File: src/rtl/seq_abc_gen_if.sv
// Interface bundling the burst request and the a/b/c sequence outputs of seq_abc_gen.
// err_inj exists only when SEQ_ABC_GEN_ERR_INJ_EN is defined.
interface seq_abc_gen_if #(
    parameter int REP_W = 8,
    parameter int GAP_W = 4
);
    logic             start;
    logic [REP_W-1:0] n_reps;
    logic [GAP_W-1:0] gap;
`ifdef SEQ_ABC_GEN_ERR_INJ_EN
    logic             err_inj;
`endif
    logic             a;
    logic             b;
    logic             c;
    logic             busy;
    logic             done;
    logic [REP_W-1:0] rep_cnt;

`ifdef SEQ_ABC_GEN_ERR_INJ_EN
    modport master (output start, n_reps, gap, err_inj,
                    input  a, b, c, busy, done, rep_cnt);
    modport slave  (input  start, n_reps, gap, err_inj,
                    output a, b, c, busy, done, rep_cnt);
`else
    modport master (output start, n_reps, gap,
                    input  a, b, c, busy, done, rep_cnt);
    modport slave  (input  start, n_reps, gap,
                    output a, b, c, busy, done, rep_cnt);
`endif
endinterface

File: src/rtl/seq_abc_gen.sv
// Burst generator: n_reps a->b->c one-cycle pulse triplets separated by gap idle cycles.
// Optional SEQ_ABC_GEN_ERR_INJ_EN: captured err_inj suppresses c of the final triplet.
module seq_abc_gen #(
    parameter int REP_W = 8,
    parameter int GAP_W = 4
) (
    input  logic          clk,
    input  logic          rst,
    seq_abc_gen_if.slave  bus
);
    typedef enum logic [2:0] {
        IDLE = 3'd0,
        PH_A = 3'd1,
        PH_B = 3'd2,
        PH_C = 3'd3,
        GAP  = 3'd4,
        FIN  = 3'd5
    } state_e;

    localparam logic [REP_W-1:0] REP_ONE = {{(REP_W-1){1'b0}}, 1'b1};
    localparam logic [GAP_W-1:0] GAP_ONE = {{(GAP_W-1){1'b0}}, 1'b1};

    state_e           state;
    state_e           next;
    logic [REP_W-1:0] n_reps_q;
    logic [GAP_W-1:0] gap_q;
    logic [GAP_W-1:0] gap_cnt;
    logic [REP_W-1:0] rep_cnt;
    logic             a_q;
    logic             b_q;
    logic             c_q;
    logic             busy_q;
    logic             done_q;
    logic             capture;
    logic             rep_inc;
    logic             gap_load;
    logic             last;
    logic             c_kill;

    // rep_cnt never exceeds n_reps-1 while a triplet runs, so +1 cannot wrap here.
    assign last = ((rep_cnt + REP_ONE) == n_reps_q);

`ifdef SEQ_ABC_GEN_ERR_INJ_EN
    logic err_q;
    assign c_kill = err_q && last;
`else
    assign c_kill = 1'b0;
`endif

    always_comb begin
        next     = state;
        capture  = 1'b0;
        rep_inc  = 1'b0;
        gap_load = 1'b0;
        case (state)
            IDLE: begin
                if (bus.start) begin
                    capture = 1'b1;
                    next    = (bus.n_reps == '0) ? FIN : PH_A;
                end
            end
            PH_A: next = PH_B;
            PH_B: next = PH_C;
            PH_C: begin
                rep_inc = 1'b1;
                if (last) begin
                    next = FIN;
                end else if (gap_q != '0) begin
                    next     = GAP;
                    gap_load = 1'b1;
                end else begin
                    next = PH_A;
                end
            end
            GAP: begin
                if (gap_cnt == '0) begin
                    next = PH_A;
                end
            end
            FIN:     next = IDLE;
            default: next = IDLE;
        endcase
    end

    // Outputs are registered from the next state so they line up with the state they decode.
    always_ff @(posedge clk or posedge rst) begin
        if (rst) begin
            state    <= IDLE;
            n_reps_q <= '0;
            gap_q    <= '0;
            gap_cnt  <= '0;
            rep_cnt  <= '0;
            a_q      <= 1'b0;
            b_q      <= 1'b0;
            c_q      <= 1'b0;
            busy_q   <= 1'b0;
            done_q   <= 1'b0;
`ifdef SEQ_ABC_GEN_ERR_INJ_EN
            err_q    <= 1'b0;
`endif
        end else begin
            state  <= next;
            a_q    <= (next == PH_A);
            b_q    <= (next == PH_B);
            c_q    <= (next == PH_C) && !c_kill;
            busy_q <= (next != IDLE);
            done_q <= (next == FIN);
            if (capture) begin
                n_reps_q <= bus.n_reps;
                gap_q    <= bus.gap;
                rep_cnt  <= '0;
`ifdef SEQ_ABC_GEN_ERR_INJ_EN
                err_q    <= bus.err_inj;
`endif
            end else if (rep_inc) begin
                rep_cnt <= rep_cnt + REP_ONE;
            end
            // gap_cnt holds the GAP cycles still to go after the current one.
            if (gap_load) begin
                gap_cnt <= gap_q - GAP_ONE;
            end else if (state == GAP) begin
                gap_cnt <= gap_cnt - GAP_ONE;
            end
        end
    end

    assign bus.a       = a_q;
    assign bus.b       = b_q;
    assign bus.c       = c_q;
    assign bus.busy    = busy_q;
    assign bus.done    = done_q;
    assign bus.rep_cnt = rep_cnt;
endmodule

File: src/flat_wrapper.sv
// flat-port wrapper written by rule: the top's interface ports become plain ports
module seq_abc_gen_flat 
#(
    parameter int REP_W = 8,
    parameter int GAP_W = 4
)
  (clk, rst, bus_start, bus_n_reps, bus_gap, bus_a, bus_b, bus_c, bus_busy, bus_done, bus_rep_cnt);
  seq_abc_gen_if #(.REP_W(REP_W), .GAP_W(GAP_W)) bus_i ();
  input  logic clk;
  input  logic rst;
  input wire logic [$bits(bus_i.start)-1:0] bus_start;
  input wire logic [$bits(bus_i.n_reps)-1:0] bus_n_reps;
  input wire logic [$bits(bus_i.gap)-1:0] bus_gap;
  output wire logic [$bits(bus_i.a)-1:0] bus_a;
  output wire logic [$bits(bus_i.b)-1:0] bus_b;
  output wire logic [$bits(bus_i.c)-1:0] bus_c;
  output wire logic [$bits(bus_i.busy)-1:0] bus_busy;
  output wire logic [$bits(bus_i.done)-1:0] bus_done;
  output wire logic [$bits(bus_i.rep_cnt)-1:0] bus_rep_cnt;
  assign bus_i.start = bus_start;
  assign bus_i.n_reps = bus_n_reps;
  assign bus_i.gap = bus_gap;
  assign bus_a = bus_i.a;
  assign bus_b = bus_i.b;
  assign bus_c = bus_i.c;
  assign bus_busy = bus_i.busy;
  assign bus_done = bus_i.done;
  assign bus_rep_cnt = bus_i.rep_cnt;
  seq_abc_gen #(.REP_W(REP_W), .GAP_W(GAP_W)) u_core (.clk(clk), .rst(rst), .bus(bus_i));
endmodule
File: config.mk
export PLATFORM = sky130hd
export DESIGN_NAME = seq_abc_gen_flat
export DESIGN_NICKNAME = d
export VERILOG_FILES = /design/src/rtl/seq_abc_gen_if.sv /design/src/rtl/seq_abc_gen.sv /design/src/flat_wrapper.sv
export SDC_FILE = /design/constraint.sdc
export NUM_CORES = 1
export LEC_CHECK = 0
export BUFFER_PORTS_ARGS = -buffer_cell sky130_fd_sc_hd__buf_2
export CORE_UTILIZATION = 50
export CTS_BUF_LIST = sky130_fd_sc_hd__clkbuf_16
export DETAILED_ROUTE_END_ITERATION = 7
export MAX_ROUTING_LAYER = met4
export PLACE_DENSITY = 0.77
export SKIP_CTS_REPAIR_TIMING = 1
export SYNTH_ARGS = -nofsm -noshare
export SYNTH_HDL_FRONTEND = slang
export SYNTH_SLANG_ARGS = --single-unit
export TNS_END_PERCENT = 100
File: constraint.sdc
create_clock -name clk -period 2.55 [get_ports clk]
set_clock_uncertainty 0.2 [all_clocks]
set_input_delay 0.3825 -clock clk [delete_from_list [all_inputs] [get_ports clk]]
set_output_delay 0.3825 -clock clk [all_outputs]
set_load 0.01 [all_outputs]
==> results.toml <==
[status]
outcome = "finished clean"

[drt]
routed_wl_um = 3700
drc_errors = 0
drt_first_pass_iters = 6
dr.first_iter.drc_count = 51
avgRoutedWirePerCell_um = 15.9
viasPerCell = 5.59
drtAntennaViolNets = 0
num_vias = 1303

[yosys]
synth.cell_area_mm2 = 0.00171
synthesis.nets = 166
yosys_warnings = 0
synth_cell_type_count = 40
avgSynthCellArea_um2 = 11.5
synthArstFlopShare_pct = 100
synth_cells = 149
ys_ff_latch = 32
synth_edf_count = 0
seq_area_frac_synth_pct = 46.8
ys.flop_type = "dfrtp_1"

[setup_path]
reg2reg_from = "u_core.bus.rep_cnt[1]$_DFFE_PP0P_"
startpoint_type = "flip-flop"
crit_family = "simple AND/OR/NAND/NOR gates"
cp.arrival_ns = 2.51
critPathMaxStageDelay_ns = 0.40
critPathKind = "reg -> reg"
rrSetupSlack_ns = 0.04
path_cells = "ha_4 > and3_4 > xnor3_1 > nor3b_2 > nand4b_4 > a32oi_2 > ha_2 > nand2_2 > xor2_1 > mux2i_1"
endpoint_kind = "flip-flop"
crit_required_ns = 2.55
path_buf_inv = 0
cp_max_fo = 4
r2r_cells = 10
slowest_stage = "dfrtp_1"
reg2reg_to = "u_core.gap_cnt[2]$_DFFE_PP0P_"

[grt]
antenna_found_initial = 0
grt_pass1_vias = 1295
grt_usage_pct = 24.7
grt_pass1_wl_um = 6120
grt_start_max_net_pins = 23
overflow = 0

[final_layout]
final_nets = 206
drive_gt1_share_pct = 40.2
diodes = 0
final_cell_mix = "30 x dfrtp_1, 27 x buf_2, 12 x mux2_2, 12 x xnor2_1, 12 x buf_4"
layout_commonest_cell = "dfrtp_1"
post-route-cell-area_mm2 = 0.00215
area_growth_pct = 25.6

[floorplan]
die_y_um = 60.5
initial_core_util_pct = 54.2
io_pins = 28
core_area_mm2 = 0.00315
die_area_mm2 = 0.00366
die_width_um = 60.5
rows = 20

[sta]
worst_slack_ns = 0.0391
fin_setup_tns_ns = 0
period_share_pct = 98.5
final_hold_viol_count = 0
relSlewSlack_pct = 47.6
rsz0062_at_grt = "yes"
worst_pin_slew_ns = 0.785
fmax_mhz = 398
slew_viol_final = 0
min_period_ns = 2.51
setup_viol = 0
holdWs_ns = 0.0513

[placed_design]
port_buffers = 27
hpwl_um = 2730
gp_congestion = 0.821
preCtsSetupSlack_ns = 0.000681
place_area_mm2 = 0.00196

[clock_tree]
htreeDepth = 2
cts_tree = "done"
root_buffer = "clkbuf_16"
cts_inserted_buffers = 5
cts.path.max_buffers = 2
clkTransAtPathRegs_ns = 0.05
clock-sinks = 32
clk_latency_ns = 0.27

[power_and_ir_drop]
leakage_uw = 0.000978
power_uw = 2570
pwr_density_cell_mw_per_mm2 = 1200
peakVddDrop_uv = 567

[min_path]
hold_class = "in -> async"

[job]
cap_violations = 0
## logic make-up after synthesis
group / synth area share, %
AO/OA/AOI/OAI: 11.4
multiplexers: 9.07
AND/OR/NAND/NOR: 18.3
adder cells (fa/ha/maj): 1.46
XOR/XNOR: 10.5
flip-flops: 46.8
buffers and inverters: 2.41
## area by class of cell
| cell class | count | area, µm² |
|---|---|---|
| timing repair buffer | 39 | 225 |
| sequential | 32 | 803 |
| tap | 44 | 55.1 |
| clock inverter | 2 | 7.51 |
| fill | 252 | 1000 |
| multi-input combinational | 107 | 917 |
| inverter | 4 | 15.0 |
| clock buffer | 5 | 125 |
## worst max path at each step
| stage | start | to | slack, ns | depth (start not counted) |
|---|---|---|---|---|
| 3_5_place_dp | u_core.bus.rep_cnt[0]$_DFFE_PP0P_ | u_core.gap_cnt[2]$_DFFE_PP0P_ | 0.0007 | 10 |
| 3_3_place_gp | u_core.bus.rep_cnt[0]$_DFFE_PP0P_ | u_core.gap_cnt[2]$_DFFE_PP0P_ | 0.15 | 10 |
| 5_1_grt | u_core.bus.rep_cnt[1]$_DFFE_PP0P_ | u_core.gap_cnt[2]$_DFFE_PP0P_ | -0.09 | 10 |
| 6_report | u_core.bus.rep_cnt[1]$_DFFE_PP0P_ | u_core.gap_cnt[2]$_DFFE_PP0P_ | 0.04 | 10 |
| 4_1_cts | u_core.bus.rep_cnt[0]$_DFFE_PP0P_ | u_core.gap_cnt[2]$_DFFE_PP0P_ | -0.05 | 10 |
| 2_1_floorplan | u_core.bus.rep_cnt[0]$_DFFE_PP0P_ | u_core.gap_cnt[2]$_DFFE_PP0P_ | 0.02 | 11 |
## Yosys cell counts (3+ instances only)
cell,n,area share [%]
dfrtp_1,32,47
xnor2_1,13,6.7
mux2_2,12,7.9
nor2_1,10,2.2
nand2_1,8,1.8
o21ai_0,8,2.3
a21oi_1,5,1.5
nand3_1,5,1.5
xor2_1,5,2.6
inv_1,4,0.88
a32oi_1,3,1.5
buf_2,3,0.88
clkbuf_1,3,0.66
nor3_1,3,0.88
nor3b_2,3,2.2
## state kept, by name, summed over array words and instances, names as in the netlist
register	flops
u_core.bus.busy	1
u_core.bus.b	1
u_core.gap_q	4
u_core.bus.rep_cnt	8
u_core.bus.done	1
u_core.bus.c	1
u_core.n_reps_q	8
u_core.state	3
u_core.bus.a	1
u_core.gap_cnt	4
## metal layers
layer	vias to the layer above	track usage [%]	wire length, µm
li1	618	-	-
met1	638	28.7	1610
met2	40	38.3	1860
met3	7	8.10	162
met4	0	12.7	72
met5	-	-	0
## power breakdown
| part | switching [µW] | internal (µW) |
|---|---|---|
| combinational | 551 | 570 |
| clock | 193 | 347 |
| sequential | 195 | 714 |
## through the flow
stage                     utilization [%]  instances
after detailed placement             62.3        223
after floorplan                         -        149
final                                68.1        233
after global routing                 68.1        233
after CTS                            66.5        230
after global placement               62.3        223
## worst reg2reg max path: stages (launching register included)
cell	delay (ns)
dfrtp_1	0.40
ha_4	0.18
and3_4	0.19
xnor3_1	0.22
nor3b_2	0.25
nand4b_4	0.17
a32oi_2	0.25
ha_2	0.23
nand2_2	0.06
xor2_1	0.15
mux2i_1	0.14
Note: power is estimated with default switching activity, not from simulation.
